### config.mk
export PLATFORM = sky130hd
export DESIGN_NAME = pc_unit
export DESIGN_NICKNAME = d
export VERILOG_FILES = /design/src/rtl/pc_unit_pkg.sv /design/src/rtl/pc_unit_ras.sv /design/src/rtl/pc_unit.sv
export SDC_FILE = /design/constraint.sdc
export NUM_CORES = 1
export LEC_CHECK = 0
export BUFFER_PORTS_ARGS = -buffer_cell sky130_fd_sc_hd__buf_2
export CAP_MARGIN = 20
export CORE_ASPECT_RATIO = 0.5
export CORE_MARGIN = 4
export CORE_UTILIZATION = 40
export DETAILED_ROUTE_END_ITERATION = 10
export SLEW_MARGIN = 30
export SYNTH_ARGS = -nofsm -noshare
export SYNTH_HDL_FRONTEND = slang
export SYNTH_HIERARCHICAL = 1
export SYNTH_SLANG_ARGS = --single-unit
### constraint.sdc
create_clock -name clk -period 4.4 [get_ports clk]
set_input_delay 0.88 -clock clk [delete_from_list [all_inputs] [get_ports clk]]
set_output_delay 0.88 -clock clk [all_outputs]
set_load 0.1 [all_outputs]
### src/rtl/pc_unit_pkg.sv
// Shared constants and types for the program-counter unit and its return-address stack.
package pc_unit_pkg;

    // Active levels of the two reset inputs
    localparam logic RST_ACTIVE      = 1'b1;
    localparam logic SOFT_RST_ACTIVE = 1'b0;

    // Instance-overridable defaults
    localparam int DEF_STEP          = 4;
    localparam int DEF_HOLD_W        = 3;
    localparam int DEF_HOLD_PC_LEVEL = 1;
    localparam int DEF_RAS_DEPTH     = 4;

    // Source of the next PC, listed from highest to lowest priority
    typedef enum logic [2:0] {
        SEL_SOFT,
        SEL_TARGET,
        SEL_RET,
        SEL_HOLD,
        SEL_INC
    } pc_sel_e;

endpackage

### src/rtl/pc_unit_ras.sv
// Circular return-address stack. A push when full overwrites the oldest entry,
// a pop when empty is refused; both conditions raise a one-cycle pulse.
// push and pop together with a valid entry replace the top in place.
module ras_stack
    import pc_unit_pkg::*;
#(
    parameter int AW        = 32,
    parameter int RAS_DEPTH = DEF_RAS_DEPTH,
    localparam int CW       = $clog2(RAS_DEPTH) + 1,
    localparam int PW       = $clog2(RAS_DEPTH)
) (
    input  logic          clk,
    input  logic          rst,
    input  logic          clr,
    input  logic          push,
    input  logic          pop,
    input  logic [AW-1:0] push_data,
    output logic [AW-1:0] top_data,
    output logic [CW-1:0] count,
    output logic          ovf,
    output logic          unf
);

    logic [AW-1:0] mem [RAS_DEPTH];
    logic [PW-1:0] ptr;
    logic [PW-1:0] top_idx;
    logic [PW-1:0] wr_idx;
    logic          empty;
    logic          full;
    logic          do_replace;
    logic          do_push;
    logic          do_pop;

    // ptr addresses the next free slot; the top entry sits one below it
    assign top_idx    = ptr - PW'(1);
    assign top_data   = mem[top_idx];
    assign empty      = (count == '0);
    assign full       = (count == CW'(RAS_DEPTH));
    assign do_replace = push & pop & ~empty;
    assign do_push    = push & ~do_replace;
    assign do_pop     = pop & ~push & ~empty;
    assign wr_idx     = do_replace ? top_idx : ptr;

    // Pointer, occupancy and status pulses
    always_ff @(posedge clk) begin
        if (rst == RST_ACTIVE || clr) begin
            ptr   <= '0;
            count <= '0;
            ovf   <= 1'b0;
            unf   <= 1'b0;
        end else begin
            ovf <= do_push & full;
            unf <= pop & ~push & empty;
            if (do_push) begin
                ptr <= ptr + PW'(1);
                if (!full) begin
                    count <= count + CW'(1);
                end
            end else if (do_pop) begin
                ptr   <= top_idx;
                count <= count - CW'(1);
            end
        end
    end

    // Entry storage is not reset; only written on push or replace
    always_ff @(posedge clk) begin
        if (do_push || do_replace) begin
            mem[wr_idx] <= push_data;
        end
    end

endmodule

### src/rtl/pc_unit.sv
// Program counter with fixed-priority next-PC selection and a return-address
// stack for call/return. Every request takes effect on the next rising edge.
module pc_unit
    import pc_unit_pkg::*;
#(
    parameter int            AW            = 32,
    parameter logic [AW-1:0] RESET_ADDR    = '0,
    parameter logic [AW-1:0] SOFT_ADDR     = '0,
    parameter int            STEP          = DEF_STEP,
    parameter int            HOLD_W        = DEF_HOLD_W,
    parameter int            HOLD_PC_LEVEL = DEF_HOLD_PC_LEVEL,
    parameter int            RAS_DEPTH     = DEF_RAS_DEPTH,
    localparam int           CW            = $clog2(RAS_DEPTH) + 1
) (
    input  logic              clk,
    input  logic              rst,
    input  logic              soft_rst_n_i,
    input  logic              jump_flag_i,
    input  logic              call_i,
    input  logic              ret_i,
    input  logic [AW-1:0]     jump_addr_i,
    input  logic [HOLD_W-1:0] hold_flag_i,
    output logic [AW-1:0]     pc_o,
    output logic [CW-1:0]     ras_count_o,
    output logic              ras_empty_o,
    output logic              ras_full_o,
    output logic              ras_ovf_o,
    output logic              ras_unf_o
);

    logic          rst_act;
    logic          soft_act;
    logic          req_ok;
    logic          hold_act;
    logic          ras_push;
    logic          ras_pop;
    logic [AW-1:0] pc_inc;
    logic [AW-1:0] ras_top;
    logic [AW-1:0] pc_next;
    pc_sel_e       sel;

    assign rst_act  = (rst == RST_ACTIVE);
    assign soft_act = (soft_rst_n_i == SOFT_RST_ACTIVE);
    // Any reset discards call/jump/ret for the cycle
    assign req_ok   = ~rst_act & ~soft_act;
    assign hold_act = (hold_flag_i >= HOLD_W'(HOLD_PC_LEVEL));
    assign pc_inc   = pc_o + AW'(STEP);

    // A call always pushes; a ret pops unless a plain jump wins the cycle
    assign ras_push = req_ok & call_i;
    assign ras_pop  = req_ok & ret_i & (call_i | ~jump_flag_i);

    assign ras_empty_o = (ras_count_o == '0);
    assign ras_full_o  = (ras_count_o == CW'(RAS_DEPTH));

    ras_stack #(
        .AW        (AW),
        .RAS_DEPTH (RAS_DEPTH)
    ) u_ras (
        .clk       (clk),
        .rst       (rst),
        .clr       (soft_act),
        .push      (ras_push),
        .pop       (ras_pop),
        .push_data (pc_inc),
        .top_data  (ras_top),
        .count     (ras_count_o),
        .ovf       (ras_ovf_o),
        .unf       (ras_unf_o)
    );

    // Priority selection of the next-PC source (hard reset handled in the register)
    always_comb begin
        sel = SEL_INC;
        if (soft_act) begin
            sel = SEL_SOFT;
        end else if (call_i || jump_flag_i) begin
            sel = SEL_TARGET;
        end else if (ret_i && !ras_empty_o) begin
            sel = SEL_RET;
        end else if (hold_act) begin
            sel = SEL_HOLD;
        end
    end

    // Next-PC multiplexer
    always_comb begin
        pc_next = pc_inc;
        case (sel)
            SEL_SOFT:   pc_next = SOFT_ADDR;
            SEL_TARGET: pc_next = jump_addr_i;
            SEL_RET:    pc_next = ras_top;
            SEL_HOLD:   pc_next = pc_o;
            default:    pc_next = pc_inc;
        endcase
    end

    // PC register
    always_ff @(posedge clk) begin
        if (rst_act) begin
            pc_o <= RESET_ADDR;
        end else begin
            pc_o <= pc_next;
        end
    end

endmodule
==> flow_summary.toml <==
[status]
outcome = "finished, final reports clean"

[sta]
rsz0062_at_grt = "false"
hold_viol_final = 0
relSlewSlack_pct = 38.5
finalCriticalPeriod_ns = 3.09
finalClockSkew_ns = 0.0175
max_freq_mhz = 323
setup_tns_ns = 0
worst_slew_pin_slew_ns = 0.920
maxSlewViolCount = 0
min_period_over_period_pct = 70.3
setup_viol = 0

[global_route]
grt_pass1_vias = 4965
antenna_found_initial = 0
grt_max_degree = 29
grt_pass1_wl_um = 30200
track_usage_pct = 18.7
grt-ovfl-total = 0

[yosys]
synth_most_common_cell = "edfxtp_1"
yosysWarningCount = 6
syn_inst = 549
synth_top_area_share_pct = 50.6
ys_seq_elements = 167
yosys-top-cells-count = "128 x edfxtp_1, 39 x dfxtp_1, 32 x mux4_2"
syn_area_um2 = 7590
syn_nets = 592
yosysSeqAreaShare_pct = 60.9
synthTopCellsByArea = "edfxtp_1 51%, dfxtp_1 10%, mux4_2 9.5%, o221ai_1 2.9%, xnor2_1 2.5%"
async_flop_share_pct = 0
synth-edff-count = 128
yosysTopAreaCell = "edfxtp_1"
synthFlopType = "edfxtp_1"
synth_cell_types = 54
syn_avg_cell_area_um2 = 13.8

[clocking]
cts_buffers = 17
root_buffer = "clkbuf_16"
htreeDepth = 4
cts_resized = 0
postCtsSetupBuffers = 0
cts_buffer_depth = 2
cts_sinks = 167
cts.clk_slew.worst_paths_ns = 0.07
cts_tree = "built"
cts_hold_buf = 0
clkLatencyLatePin_ns = 0.42

[worst_setup_path]
slowest_stage = "or4_1"
cp_max_fo = 18
start_kind = "register"
worst_setup_path_end_kind = "register"
critPathArrivalTime_ns = 3.45
crit_chain = "ha_1 -> or4b_1 -> or4_1 -> or4_1 -> a31oi_1"
crit_top_cell = "or4_1"
critical_path_class = "register to register"
required_ns = 4.76
slowest_delay_ns = 0.84

[power]
p_total_mw = 3.44
ir_worst_vdd_mv = 0.250
power_density_nw_per_um2 = 388
leakage_nw = 2.90

[cells_and_area]
antenna_cells = 0
area_delta_synth_final_pct = 16.6
final_core_util_pct = 47.8
fillers = 1653
regArea_um2 = 4630
finalNetCount = 668
multi_input_area_um2 = 2760
drive_above_1_share_pct = 28.4
layout.cells.non_filler = 897

[routing]
drtIter0Drc = 434
ant_nets = 0
drtPass1Iterations = 5
detail_route.wl_per_cell_um = 22.2
drc = 0
wl_um = 19900
vias = 5159
via_per_inst = 5.75

[placement]
gp_congestion = 0.765
portBuffers = 79
dp_hpwl_um = 13200
dp.cells = 865

[die]
start_util_pct = 41.0
die_area_um2 = 21400
ios = 80
rows = 35
coreArea_um2 = 18500
fp.dieW_um = 203
die_y_um = 105

[job]
maxCapViolCount = 0

[worst_hold_path]
hold_path.class = "register to register"
[layer usage]
layer	vias up	track usage [%]	share of wire (%)	routed length (um)
met5	-	0	0	0
met4	0	4.11	1.1	212
met3	15	3.44	4.9	976
met2	146	30.1	48	9510
met1	2643	26.7	46	9220
li1	2355	-	-	-
[metrics by stage]
stage | cell area [um2] | setup slack [ns] | hold WS (ns)
after floorplan | 7590 | 0.222 | 0.484
after CTS | 8860 | 1.37 | 0.558
after global placement | 8310 | 0.988 | 0.538
final | 8860 | 1.31 | 0.551
after detailed placement | 8310 | 0.950 | 0.548
after global routing | 8860 | 1.20 | 0.568
[critical path: cells and delay by family (launching register included)]
| family | cells | cell delay (ns) |
|---|---|---|
| adders and majority gates | 1 | 0.29 |
| and+or+nand+nor | 3 | 2.05 |
| AOI/OAI and AO/OA | 1 | 0.16 |
| DFF | 1 | 0.52 |
[layout by cell type, fill, tap and decap left out, types with 5 or more instances in the layout]
master / synthesis / routed
mux2_2: 5 / 5
a31oi_1: 13 / 13
nand2_1: 16 / 16
nand4_1: 9 / 9
or4_1: 13 / 13
nand3_1: 19 / 19
xnor2_1: 22 / 22
or3_1: 5 / 5
o221ai_1: 25 / 25
buf_2: 9 / 79
nor2_1: 26 / 22
clkbuf_16: 0 / 17
inv_6: 0 / 7
dfxtp_1: 39 / 37
a21oi_1: 14 / 14
and4_1: 6 / 6
o31ai_1: 10 / 10
inv_1: 12 / 12
edfxtp_1: 128 / 128
nor3_1: 27 / 26
xor2_1: 19 / 19
a211oi_1: 9 / 9
o21ai_0: 9 / 9
buf_4: 4 / 16
nor4_1: 6 / 6
mux4_2: 32 / 32
[registers in the layout, summed over array words and instances, names as in the netlist]
| signal | cells |
|---|---|
| u_ras/mem | 128 |
| u_ras/ovf | 1 |
| pc_o | 32 |
| u_ras/ptr | 2 |
| u_ras/unf | 1 |
| u_ras/count | 3 |
[power by group]
part | total (mW) | internal [mW] | switching, mW
registers | 1.76 | 1.72 | 0.0360
clock network | 1.40 | 0.736 | 0.660
logic | 0.279 | 0.0703 | 0.208
[final timing paths]
path | startpoint | to | slack, ns | depth (start not counted)
max | pc_o[3]$_SDFFE_PP0P_ | pc_o[24]$_SDFFE_PP0P_ | 1.31 | 5
min | pc_o[1]$_SDFFE_PP0P_ | u_ras/mem[1][1]$_DFFE_PP_ | 0.55 | 0
max reg2reg | pc_o[3]$_SDFFE_PP0P_ | pc_o[24]$_SDFFE_PP0P_ | 1.31 | 5
min reg2reg | pc_o[1]$_SDFFE_PP0P_ | u_ras/mem[1][1]$_DFFE_PP_ | 0.55 | 0
[final cells by class]
class / count / area share, %
sequential: 167 / 52.2
multi-input combinational: 330 / 31.2
timing repair buffer: 97 / 6.27
clock buffer: 18 / 4.85
tap: 259 / 3.66
clock inverter: 14 / 1.27
inverter: 12 / 0.509
[logic make-up after synthesis]
kind of cell    Yosys count  share of synthesized area, %
buf+inv                  52                          3.05
xor+xnor                 41                          4.73
fa+ha+maj                 2                         0.329
mux                      39                          10.5
compound gates           95                          9.23
flops                   167                          60.9
simple gates            153                          11.3
No activity file was read; power rests on OpenSTA's default activity.
